==> config.mk <==
export PLATFORM = sky130hd
export DESIGN_NAME = glitch_sweep_ctrl_flat
export DESIGN_NICKNAME = d
export VERILOG_FILES = /design/src/rtl/glitch_sweep_ctrl_pkg.sv /design/src/rtl/glitch_sweep_ctrl_if.sv /design/src/rtl/glitch_sweep_ctrl_cycle_timer.sv /design/src/rtl/glitch_sweep_ctrl.sv /design/src/flat_wrapper.sv
export SDC_FILE = /design/constraint.sdc
export NUM_CORES = 1
export LEC_CHECK = 0
export ABC_CLOCK_PERIOD_IN_PS = 11500
export CAP_MARGIN = 20
export CORE_MARGIN = 3
export CORE_UTILIZATION = 40
export CTS_CLUSTER_DIAMETER = 30
export DETAILED_ROUTE_END_ITERATION = 8
export SLEW_MARGIN = 40
export SYNTH_ARGS = -nofsm -noshare
export SYNTH_HDL_FRONTEND = slang
export SYNTH_SLANG_ARGS = --single-unit
==> constraint.sdc <==
create_clock -name clk -period 11.5 [get_ports clk]
set_input_delay 1.15 -clock clk [delete_from_list [all_inputs] [get_ports clk]]
set_output_delay 1.15 -clock clk [all_outputs]
set_load 0.02 [all_outputs]
==> src/rtl/glitch_sweep_ctrl_pkg.sv <==
`default_nettype none
// ============================================================================
//  Module      : desynk_pkg
//  Description : Shared definitions for the glitch sweep controller: default
//                datapath widths and the sweep state encoding.
//                The status register block decodes the same encoding.
//  Revision    : 1.0 - initial release
// ============================================================================
package desynk_pkg;

    localparam int DEFAULT_DELAY_W = 32;
    localparam int DEFAULT_REP_W   = 8;
    localparam int DEFAULT_TMO_W   = 24;
    localparam int DEFAULT_MISS_W  = 16;

    localparam int SWEEP_STATE_W   = 3;

    typedef enum logic [SWEEP_STATE_W-1:0] {
        ST_IDLE = 3'd0,
        ST_LOAD = 3'd1,
        ST_ARM  = 3'd2,
        ST_WAIT = 3'd3,
        ST_HOLD = 3'd4,
        ST_NEXT = 3'd5,
        ST_DONE = 3'd6
    } sweep_state_t;

endpackage : desynk_pkg
`default_nettype wire

==> src/rtl/glitch_sweep_ctrl_if.sv <==
`default_nettype none
// ============================================================================
//  Module      : glitch_sweep_ctrl_if
//  Description : Host/delay-stage bundle for the glitch sweep controller.
//                master : host side (drives start/abort/cfg_*, fired level)
//                slave  : controller side (drives delay_out, set_delay, arm,
//                         busy, done, miss_count, cur_repeat)
//  Revision    : 1.0 - initial release
// ============================================================================
interface glitch_sweep_ctrl_if
    import desynk_pkg::*;
#(
    parameter int DELAY_W = DEFAULT_DELAY_W,
    parameter int REP_W   = DEFAULT_REP_W,
    parameter int TMO_W   = DEFAULT_TMO_W,
    parameter int MISS_W  = DEFAULT_MISS_W
);
    logic               start;
    logic               abort;
    logic [DELAY_W-1:0] cfg_start;
    logic [DELAY_W-1:0] cfg_end;
    logic [DELAY_W-1:0] cfg_step;
    logic [REP_W-1:0]   cfg_repeats;
    logic [TMO_W-1:0]   cfg_timeout;
    logic [TMO_W-1:0]   cfg_holdoff;
    logic               fired;

    logic [DELAY_W-1:0] delay_out;
    logic               set_delay;
    logic               arm;
    logic               busy;
    logic               done;
    logic [MISS_W-1:0]  miss_count;
    logic [REP_W-1:0]   cur_repeat;

    modport master (
        output start, abort, cfg_start, cfg_end, cfg_step, cfg_repeats,
               cfg_timeout, cfg_holdoff, fired,
        input  delay_out, set_delay, arm, busy, done, miss_count, cur_repeat
    );

    modport slave (
        input  start, abort, cfg_start, cfg_end, cfg_step, cfg_repeats,
               cfg_timeout, cfg_holdoff, fired,
        output delay_out, set_delay, arm, busy, done, miss_count, cur_repeat
    );

endinterface : glitch_sweep_ctrl_if
`default_nettype wire

==> src/rtl/glitch_sweep_ctrl_cycle_timer.sv <==
`default_nettype none
// ============================================================================
//  Module      : cycle_timer
//  Description : Loadable down-counter. load_i has priority over counting,
//                clear_i forces zero. expire_o is high once the count is at
//                or below one, i.e. on the edge that completes a loaded span
//                of N cycles (a load of 0 or 1 expires on the first edge).
//  Ports       : clk, rst        - clock, synchronous active-high reset
//                clear_i         - force count to zero
//                load_i          - load load_val_i
//                en_i            - count down by one (stops at zero)
//                expire_o        - count <= 1
//  Revision    : 1.0 - initial release
// ============================================================================
module cycle_timer #(
    parameter int WIDTH = 24
) (
    input  wire              clk,
    input  wire              rst,
    input  wire              clear_i,
    input  wire              load_i,
    input  wire  [WIDTH-1:0] load_val_i,
    input  wire              en_i,
    output logic             expire_o
);

    logic [WIDTH-1:0] cnt_q;

    always_ff @(posedge clk) begin
        if (rst || clear_i) begin
            cnt_q <= '0;
        end else if (load_i) begin
            cnt_q <= load_val_i;
        end else if (en_i && (cnt_q != '0)) begin
            cnt_q <= cnt_q - WIDTH'(1);
        end
    end

    assign expire_o = (cnt_q <= WIDTH'(1));

endmodule : cycle_timer
`default_nettype wire

==> src/rtl/glitch_sweep_ctrl.sv <==
`default_nettype none
// ============================================================================
//  Module      : glitch_sweep_ctrl
//  Description : Fault-injection sweep sequencer. Programs a delay, arms the
//                trigger path, waits for the delayed trigger (or a timeout),
//                holds off while the target recovers, repeats each point and
//                steps the delay up to the inclusive end value.
//  Ports       : clk, rst - clock, synchronous active-high reset
//                bus      - glitch_sweep_ctrl_if.slave (start/abort/cfg_*,
//                           fired in; delay_out, set_delay, arm, busy, done,
//                           miss_count, cur_repeat out; all outputs registered)
//  Revision    : 1.0 - initial release
// ============================================================================
module glitch_sweep_ctrl
    import desynk_pkg::*;
#(
    parameter int DELAY_W = DEFAULT_DELAY_W,
    parameter int REP_W   = DEFAULT_REP_W,
    parameter int TMO_W   = DEFAULT_TMO_W,
    parameter int MISS_W  = DEFAULT_MISS_W
) (
    input  wire                clk,
    input  wire                rst,
    glitch_sweep_ctrl_if.slave bus
);

    sweep_state_t        state_q;
    logic [DELAY_W-1:0]  cur_q;
    logic [DELAY_W-1:0]  end_q;
    logic [DELAY_W-1:0]  step_q;
    logic [REP_W-1:0]    reps_q;
    logic [TMO_W-1:0]    tmo_q;
    logic [TMO_W-1:0]    hold_q;
    logic [REP_W-1:0]    rep_q;
    logic [MISS_W-1:0]   miss_q;
    logic                set_delay_q;
    logic                arm_q;
    logic                busy_q;
    logic                done_q;
    logic                fired_q;

    logic [DELAY_W:0]    w_sum;
    logic                w_last;
    logic                w_rep_more;
    logic                w_hit;
    logic                w_wait_expire;
    logic                w_hold_expire;
    logic                w_timeout;

    // One extra bit so a wrapping increment compares above any end value.
    assign w_sum      = {1'b0, cur_q} + {1'b0, step_q};
    assign w_last     = (step_q == '0) || (w_sum > {1'b0, end_q});
    assign w_rep_more = ({1'b0, rep_q} + (REP_W + 1)'(1)) < {1'b0, reps_q};

    // Only a 0->1 transition counts; a level already high on entry does not.
    assign w_hit      = bus.fired && !fired_q;
    assign w_timeout  = w_wait_expire && (tmo_q != '0);

    // Timeout timer: loaded in ARM so it counts exactly cfg_timeout WAIT cycles.
    cycle_timer #(.WIDTH(TMO_W)) u_wait_timer (
        .clk        (clk),
        .rst        (rst),
        .clear_i    (bus.abort),
        .load_i     (state_q == ST_ARM),
        .load_val_i (tmo_q),
        .en_i       (state_q == ST_WAIT),
        .expire_o   (w_wait_expire)
    );

    // Hold-off timer: reloaded every WAIT cycle so the value on the exit edge
    // is fresh when HOLD starts counting.
    cycle_timer #(.WIDTH(TMO_W)) u_hold_timer (
        .clk        (clk),
        .rst        (rst),
        .clear_i    (bus.abort),
        .load_i     (state_q == ST_WAIT),
        .load_val_i (hold_q),
        .en_i       (state_q == ST_HOLD),
        .expire_o   (w_hold_expire)
    );

    always_ff @(posedge clk) begin
        if (rst) begin
            state_q     <= ST_IDLE;
            cur_q       <= '0;
            end_q       <= '0;
            step_q      <= '0;
            reps_q      <= '0;
            tmo_q       <= '0;
            hold_q      <= '0;
            rep_q       <= '0;
            miss_q      <= '0;
            set_delay_q <= 1'b0;
            arm_q       <= 1'b0;
            busy_q      <= 1'b0;
            done_q      <= 1'b0;
            fired_q     <= 1'b0;
        end else begin
            fired_q     <= bus.fired;
            set_delay_q <= 1'b0;
            done_q      <= 1'b0;

            if (bus.abort) begin
                state_q <= ST_IDLE;
                arm_q   <= 1'b0;
                busy_q  <= 1'b0;
            end else begin
                case (state_q)
                    ST_IDLE: begin
                        if (bus.start) begin
                            cur_q       <= bus.cfg_start;
                            end_q       <= bus.cfg_end;
                            step_q      <= bus.cfg_step;
                            reps_q      <= (bus.cfg_repeats == '0) ? REP_W'(1)
                                                                  : bus.cfg_repeats;
                            tmo_q       <= bus.cfg_timeout;
                            hold_q      <= bus.cfg_holdoff;
                            rep_q       <= '0;
                            miss_q      <= '0;
                            set_delay_q <= 1'b1;
                            busy_q      <= 1'b1;
                            state_q     <= ST_LOAD;
                        end
                    end
                    ST_LOAD: begin
                        state_q <= ST_ARM;
                    end
                    ST_ARM: begin
                        arm_q   <= 1'b1;
                        state_q <= ST_WAIT;
                    end
                    ST_WAIT: begin
                        if (w_hit) begin
                            state_q <= ST_HOLD;
                        end else if (w_timeout) begin
                            if (miss_q != '1) begin
                                miss_q <= miss_q + MISS_W'(1);
                            end
                            state_q <= ST_HOLD;
                        end
                    end
                    ST_HOLD: begin
                        arm_q <= 1'b0;
                        if (w_hold_expire && !bus.fired) begin
                            state_q <= ST_NEXT;
                        end
                    end
                    ST_NEXT: begin
                        if (w_rep_more) begin
                            rep_q   <= rep_q + REP_W'(1);
                            state_q <= ST_ARM;
                        end else begin
                            rep_q <= '0;
                            if (w_last) begin
                                done_q  <= 1'b1;
                                state_q <= ST_DONE;
                            end else begin
                                cur_q       <= w_sum[DELAY_W-1:0];
                                set_delay_q <= 1'b1;
                                state_q     <= ST_LOAD;
                            end
                        end
                    end
                    ST_DONE: begin
                        busy_q  <= 1'b0;
                        state_q <= ST_IDLE;
                    end
                    default: begin
                        arm_q   <= 1'b0;
                        busy_q  <= 1'b0;
                        state_q <= ST_IDLE;
                    end
                endcase
            end
        end
    end

    assign bus.delay_out  = cur_q;
    assign bus.set_delay  = set_delay_q;
    assign bus.arm        = arm_q;
    assign bus.busy       = busy_q;
    assign bus.done       = done_q;
    assign bus.miss_count = miss_q;
    assign bus.cur_repeat = rep_q;

endmodule : glitch_sweep_ctrl
`default_nettype wire
==> src/flat_wrapper.sv <==
// flat-port wrapper written by rule: the top's interface ports become plain ports
module glitch_sweep_ctrl_flat import desynk_pkg::*;
#(
    parameter int DELAY_W = DEFAULT_DELAY_W,
    parameter int REP_W   = DEFAULT_REP_W,
    parameter int TMO_W   = DEFAULT_TMO_W,
    parameter int MISS_W  = DEFAULT_MISS_W
)
  (clk, rst, bus_start, bus_abort, bus_cfg_start, bus_cfg_end, bus_cfg_step, bus_cfg_repeats, bus_cfg_timeout, bus_cfg_holdoff, bus_fired, bus_delay_out, bus_set_delay, bus_arm, bus_busy, bus_done, bus_miss_count, bus_cur_repeat);
  glitch_sweep_ctrl_if #(.DELAY_W(DELAY_W), .REP_W(REP_W), .TMO_W(TMO_W), .MISS_W(MISS_W)) bus_i ();
  input  wire clk;
  input  wire rst;
  input wire logic [$bits(bus_i.start)-1:0] bus_start;
  input wire logic [$bits(bus_i.abort)-1:0] bus_abort;
  input wire logic [$bits(bus_i.cfg_start)-1:0] bus_cfg_start;
  input wire logic [$bits(bus_i.cfg_end)-1:0] bus_cfg_end;
  input wire logic [$bits(bus_i.cfg_step)-1:0] bus_cfg_step;
  input wire logic [$bits(bus_i.cfg_repeats)-1:0] bus_cfg_repeats;
  input wire logic [$bits(bus_i.cfg_timeout)-1:0] bus_cfg_timeout;
  input wire logic [$bits(bus_i.cfg_holdoff)-1:0] bus_cfg_holdoff;
  input wire logic [$bits(bus_i.fired)-1:0] bus_fired;
  output wire logic [$bits(bus_i.delay_out)-1:0] bus_delay_out;
  output wire logic [$bits(bus_i.set_delay)-1:0] bus_set_delay;
  output wire logic [$bits(bus_i.arm)-1:0] bus_arm;
  output wire logic [$bits(bus_i.busy)-1:0] bus_busy;
  output wire logic [$bits(bus_i.done)-1:0] bus_done;
  output wire logic [$bits(bus_i.miss_count)-1:0] bus_miss_count;
  output wire logic [$bits(bus_i.cur_repeat)-1:0] bus_cur_repeat;
  assign bus_i.start = bus_start;
  assign bus_i.abort = bus_abort;
  assign bus_i.cfg_start = bus_cfg_start;
  assign bus_i.cfg_end = bus_cfg_end;
  assign bus_i.cfg_step = bus_cfg_step;
  assign bus_i.cfg_repeats = bus_cfg_repeats;
  assign bus_i.cfg_timeout = bus_cfg_timeout;
  assign bus_i.cfg_holdoff = bus_cfg_holdoff;
  assign bus_i.fired = bus_fired;
  assign bus_delay_out = bus_i.delay_out;
  assign bus_set_delay = bus_i.set_delay;
  assign bus_arm = bus_i.arm;
  assign bus_busy = bus_i.busy;
  assign bus_done = bus_i.done;
  assign bus_miss_count = bus_i.miss_count;
  assign bus_cur_repeat = bus_i.cur_repeat;
  glitch_sweep_ctrl #(.DELAY_W(DELAY_W), .REP_W(REP_W), .TMO_W(TMO_W), .MISS_W(MISS_W)) u_core (.clk(clk), .rst(rst), .bus(bus_i));
endmodule
==> impl_metrics.toml <==
[place]
place.gp.congestion = 0.888
place.detailed.hpwl_mm = 26.8
place_area_sq_um = 14600
port_buffers = 216
placed_cells = 2123

[drt]
totalWireLength_mm = 37.5
postRouteAntennaNets = 0
wl_per_cell_microns = 16.8
drtIter0Drc = 739
via_per_inst = 5.38
vias = 12000
drc = 0
dr.pass1.iters = 5

[logic_synthesis]
synth_edf_count = 0
yosysSeqAreaShare = 0.380
synth_common_cells = "355 x nand2_1, 232 x dfxtp_1, 212 x a21oi_1, 132 x nor2_1, 77 x ha_1"
synth_top_area_frac = 0.380
yosysUniqueCellTypes = 65
syn_nets = 1825
async_flop_share = 0
syn-cell-area_sq_um = 12200
yosysWarnings = 0
synth_area_per_cell_sq_um = 7.68
synth.top_cells.by_area = "dfxtp_1 38%, nand2_1 11%, a21oi_1 8.7%, ha_1 7.9%, nor2_1 4.1%"
yosys.area.top_type = "dfxtp_1"
ys_seq_elements = 232
synth_ff_type = "dfxtp_1"
syn_inst = 1590
yosysMostFrequentCell = "nand2_1"

[clock_network]
cts_tree = "yes"
clkLatencyLatePin_ns = 0.56
cts.path.max_buffers = 3
cts.htree.levels = 2
cts_setup_buffers = 0
cts_inserted_buffers = 55
ctsHoldBuffers = 0
clk_pin_slew_ns = 0.04
cts_resized = 0
cts_sinks = 232
root_buffer = "clkbuf_16"

[job]
cap_violations = 0

[global_routing]
track_usage = 0.221
gr-usage-met2 = 0.338
met1_usage = 0.314
grt_use_met3 = 0.0387
grt_max_degree = 95
grt_pass1_vias = 11600
grt_pass1_wl_mm = 60.4
grt_busiest_layer = "met2"
antenna_found_initial = 0
grt-ovfl-total = 0

[worst_setup_path]
r2r_slack_ns = 5.68
worstSetupEndpointType = "flip-flop"
cp.arrival_ns = 6.31
start_kind = "flip-flop"
critPathKind = "reg2reg"
cp_max_fo = 63
cp_common_cell = "a31oi_1"
path_cells = "ha_1, fa_1, a211oi_1, o21ai_0, a31oi_1, o22ai_1, a31oi_1, nand2_1, xor2_1, ha_1, nand4_1, nor4_1, a31oi_1, a311oi_1, nand3_1, o21ai_4, buf_4, mux2_2, nor2_1"
worstPathRequired_ns = 11.98
crit_buf_inv = 1
crit_family = "compound AO/OA/AOI/OAI gates"
cp_slowest_cell = "buf_4"
cpPeakStageDelay_ns = 0.57

[die]
initial_core_util = 0.409
coreArea_sq_um = 29900
design.die.area_sq_um = 32700
dieWidth_microns = 181
rows = 63
io_pins = 217
die_h_microns = 181

[layout]
final_nets = 2025
syn_to_final_growth_pct = 37.0
layout.area.seq_sq_um = 4640
final_util = 0.560
diodes = 0
drive_above_1_share = 0.0736
multi_input_area_sq_um = 7070
stdcell_count = 2225
nFillCells = 2808
fin_area_sq_um = 16700

[timing]
clock.fmax_mhz = 172
report.final.slew_viol_count = 0
tightest_slew_ns = 0.796
hold_viol = 0
setup_viol = 0
rsz0062_at_grt = "false"
post-route-period-util = 0.506
slew_headroom = 0.456
fin_crit_ns = 5.82
tns_ns = 0
final.setup_skew_ns = 0.0253

[min_path]
hold_class = "reg2reg"

[power_and_ir_drop]
vdd_drop_max_mv = 0.139
p_leak_nw = 6.48
power_density_nw_per_um2 = 181

[status]
outcome = "finished clean"
cell families after synthesis:
group	count (synthesis)	share of synthesized area
AO/OA/AOI/OAI	420	0.212
buffers and inverters	139	0.0438
flip-flops	232	0.380
multiplexers	4	0.00338
adder cells (fa/ha/maj)	78	0.0805
AND/OR/NAND/NOR	652	0.233
XOR/XNOR	65	0.0466
sequential cells by signal, summed over array words and instances, names as in the netlist:
signal                     cells
u_core.reps_q                  8
u_core.bus.done                1
u_core.bus.set_delay           1
u_core.bus.arm                 1
u_core.end_q                  32
u_core.state_q                 3
u_core.u_wait_timer.cnt_q     24
u_core.hold_q                 24
u_core.bus.miss_count         16
u_core.bus.busy                1
u_core.step_q                 32
u_core.bus.delay_out          32
u_core.u_hold_timer.cnt_q     24
u_core.fired_q                 1
u_core.bus.cur_repeat          8
u_core.tmo_q                  24
metrics by stage:
step / setup slack (ns) / total power, mW / hold WS, ns
after floorplan: 6.55 / 1.14 / 0.432
after global placement: 5.74 / 1.32 / 0.439
after detailed placement: 5.67 / 1.32 / 0.443
after CTS: 5.63 / 3.05 / 0.450
after global routing: 5.11 / 3.15 / 0.468
final: 5.68 / 3.03 / 0.449
final cells by class:
class / count / area share
well taps: 390 / 0.0292
inverters: 57 / 0.0128
flip-flops and latches: 232 / 0.278
repair buffers: 225 / 0.133
clock buffers: 74 / 0.0956
multi-input cells: 1219 / 0.422
clock inverters: 28 / 0.0289
path summary, 6_finish.rpt:
path	from	endpoint	depth (start not counted)
worst max-delay path	u_core.bus.delay_out[0]$_SDFFE_PP0P_	u_core.bus.delay_out[2]$_SDFFE_PP0P_	19
worst min-delay path	u_core.hold_q[5]$_SDFFE_PP0P_	u_core.hold_q[5]$_SDFFE_PP0P_	2
worst max register to register	u_core.bus.delay_out[0]$_SDFFE_PP0P_	u_core.bus.delay_out[2]$_SDFFE_PP0P_	19
worst min register to register	u_core.hold_q[5]$_SDFFE_PP0P_	u_core.hold_q[5]$_SDFFE_PP0P_	2
cell usage in the layout (no fill, tap or decap), drive strengths merged, types with 4 or more instances in the layout:
cell type,synthesis,layout
o21a,7,7
nor2,132,132
o221ai,7,7
o211ai,9,9
nand2b,9,9
a211oi,18,18
bufinv,0,12
inv,57,57
nand3,29,29
a222oi,5,5
o21ai,54,54
nor4,30,30
dfxtp,232,232
a21oi,213,213
a311oi,32,32
nor3,26,26
xor2,31,31
a2111oi,4,4
nor2b,6,6
and3,8,8
xnor2,34,34
a221oi,4,4
clkinv,0,13
or4,6,6
or2,9,9
ha,77,77
o21bai,7,7
nand2,359,359
o311ai,4,4
and2,4,4
clkdlybuf4s50,0,215
a31oi,13,13
clkbuf,75,74
nand4,17,17
a21o,18,18
a22oi,8,8
or3,10,10
buf,7,10
routing by layer:
layer,part of all wire,vias up
met5,0,-
met4,0.030,0
met2,0.43,323
met1,0.48,5549
met3,0.054,71
li1,-,6019
worst reg2reg max path, stage by stage (launching register included):
cell	delay [ns]
dfxtp_1	0.31
ha_1	0.23
fa_1	0.43
a211oi_1	0.31
o21ai_0	0.19
a31oi_1	0.35
o22ai_1	0.25
a31oi_1	0.48
nand2_1	0.12
xor2_1	0.19
ha_1	0.32
nand4_1	0.17
nor4_1	0.53
a31oi_1	0.17
a311oi_1	0.31
nand3_1	0.17
o21ai_4	0.16
buf_4	0.57
mux2_2	0.41
nor2_1	0.08
power breakdown:
part	switching, mW	leakage, nW	internal (mW)
Clock	0.481	1.02	1.23
Combinational	0.247	3.57	0.187
Sequential	0.0338	1.89	0.845
No activity file was read; power rests on OpenSTA's default activity.
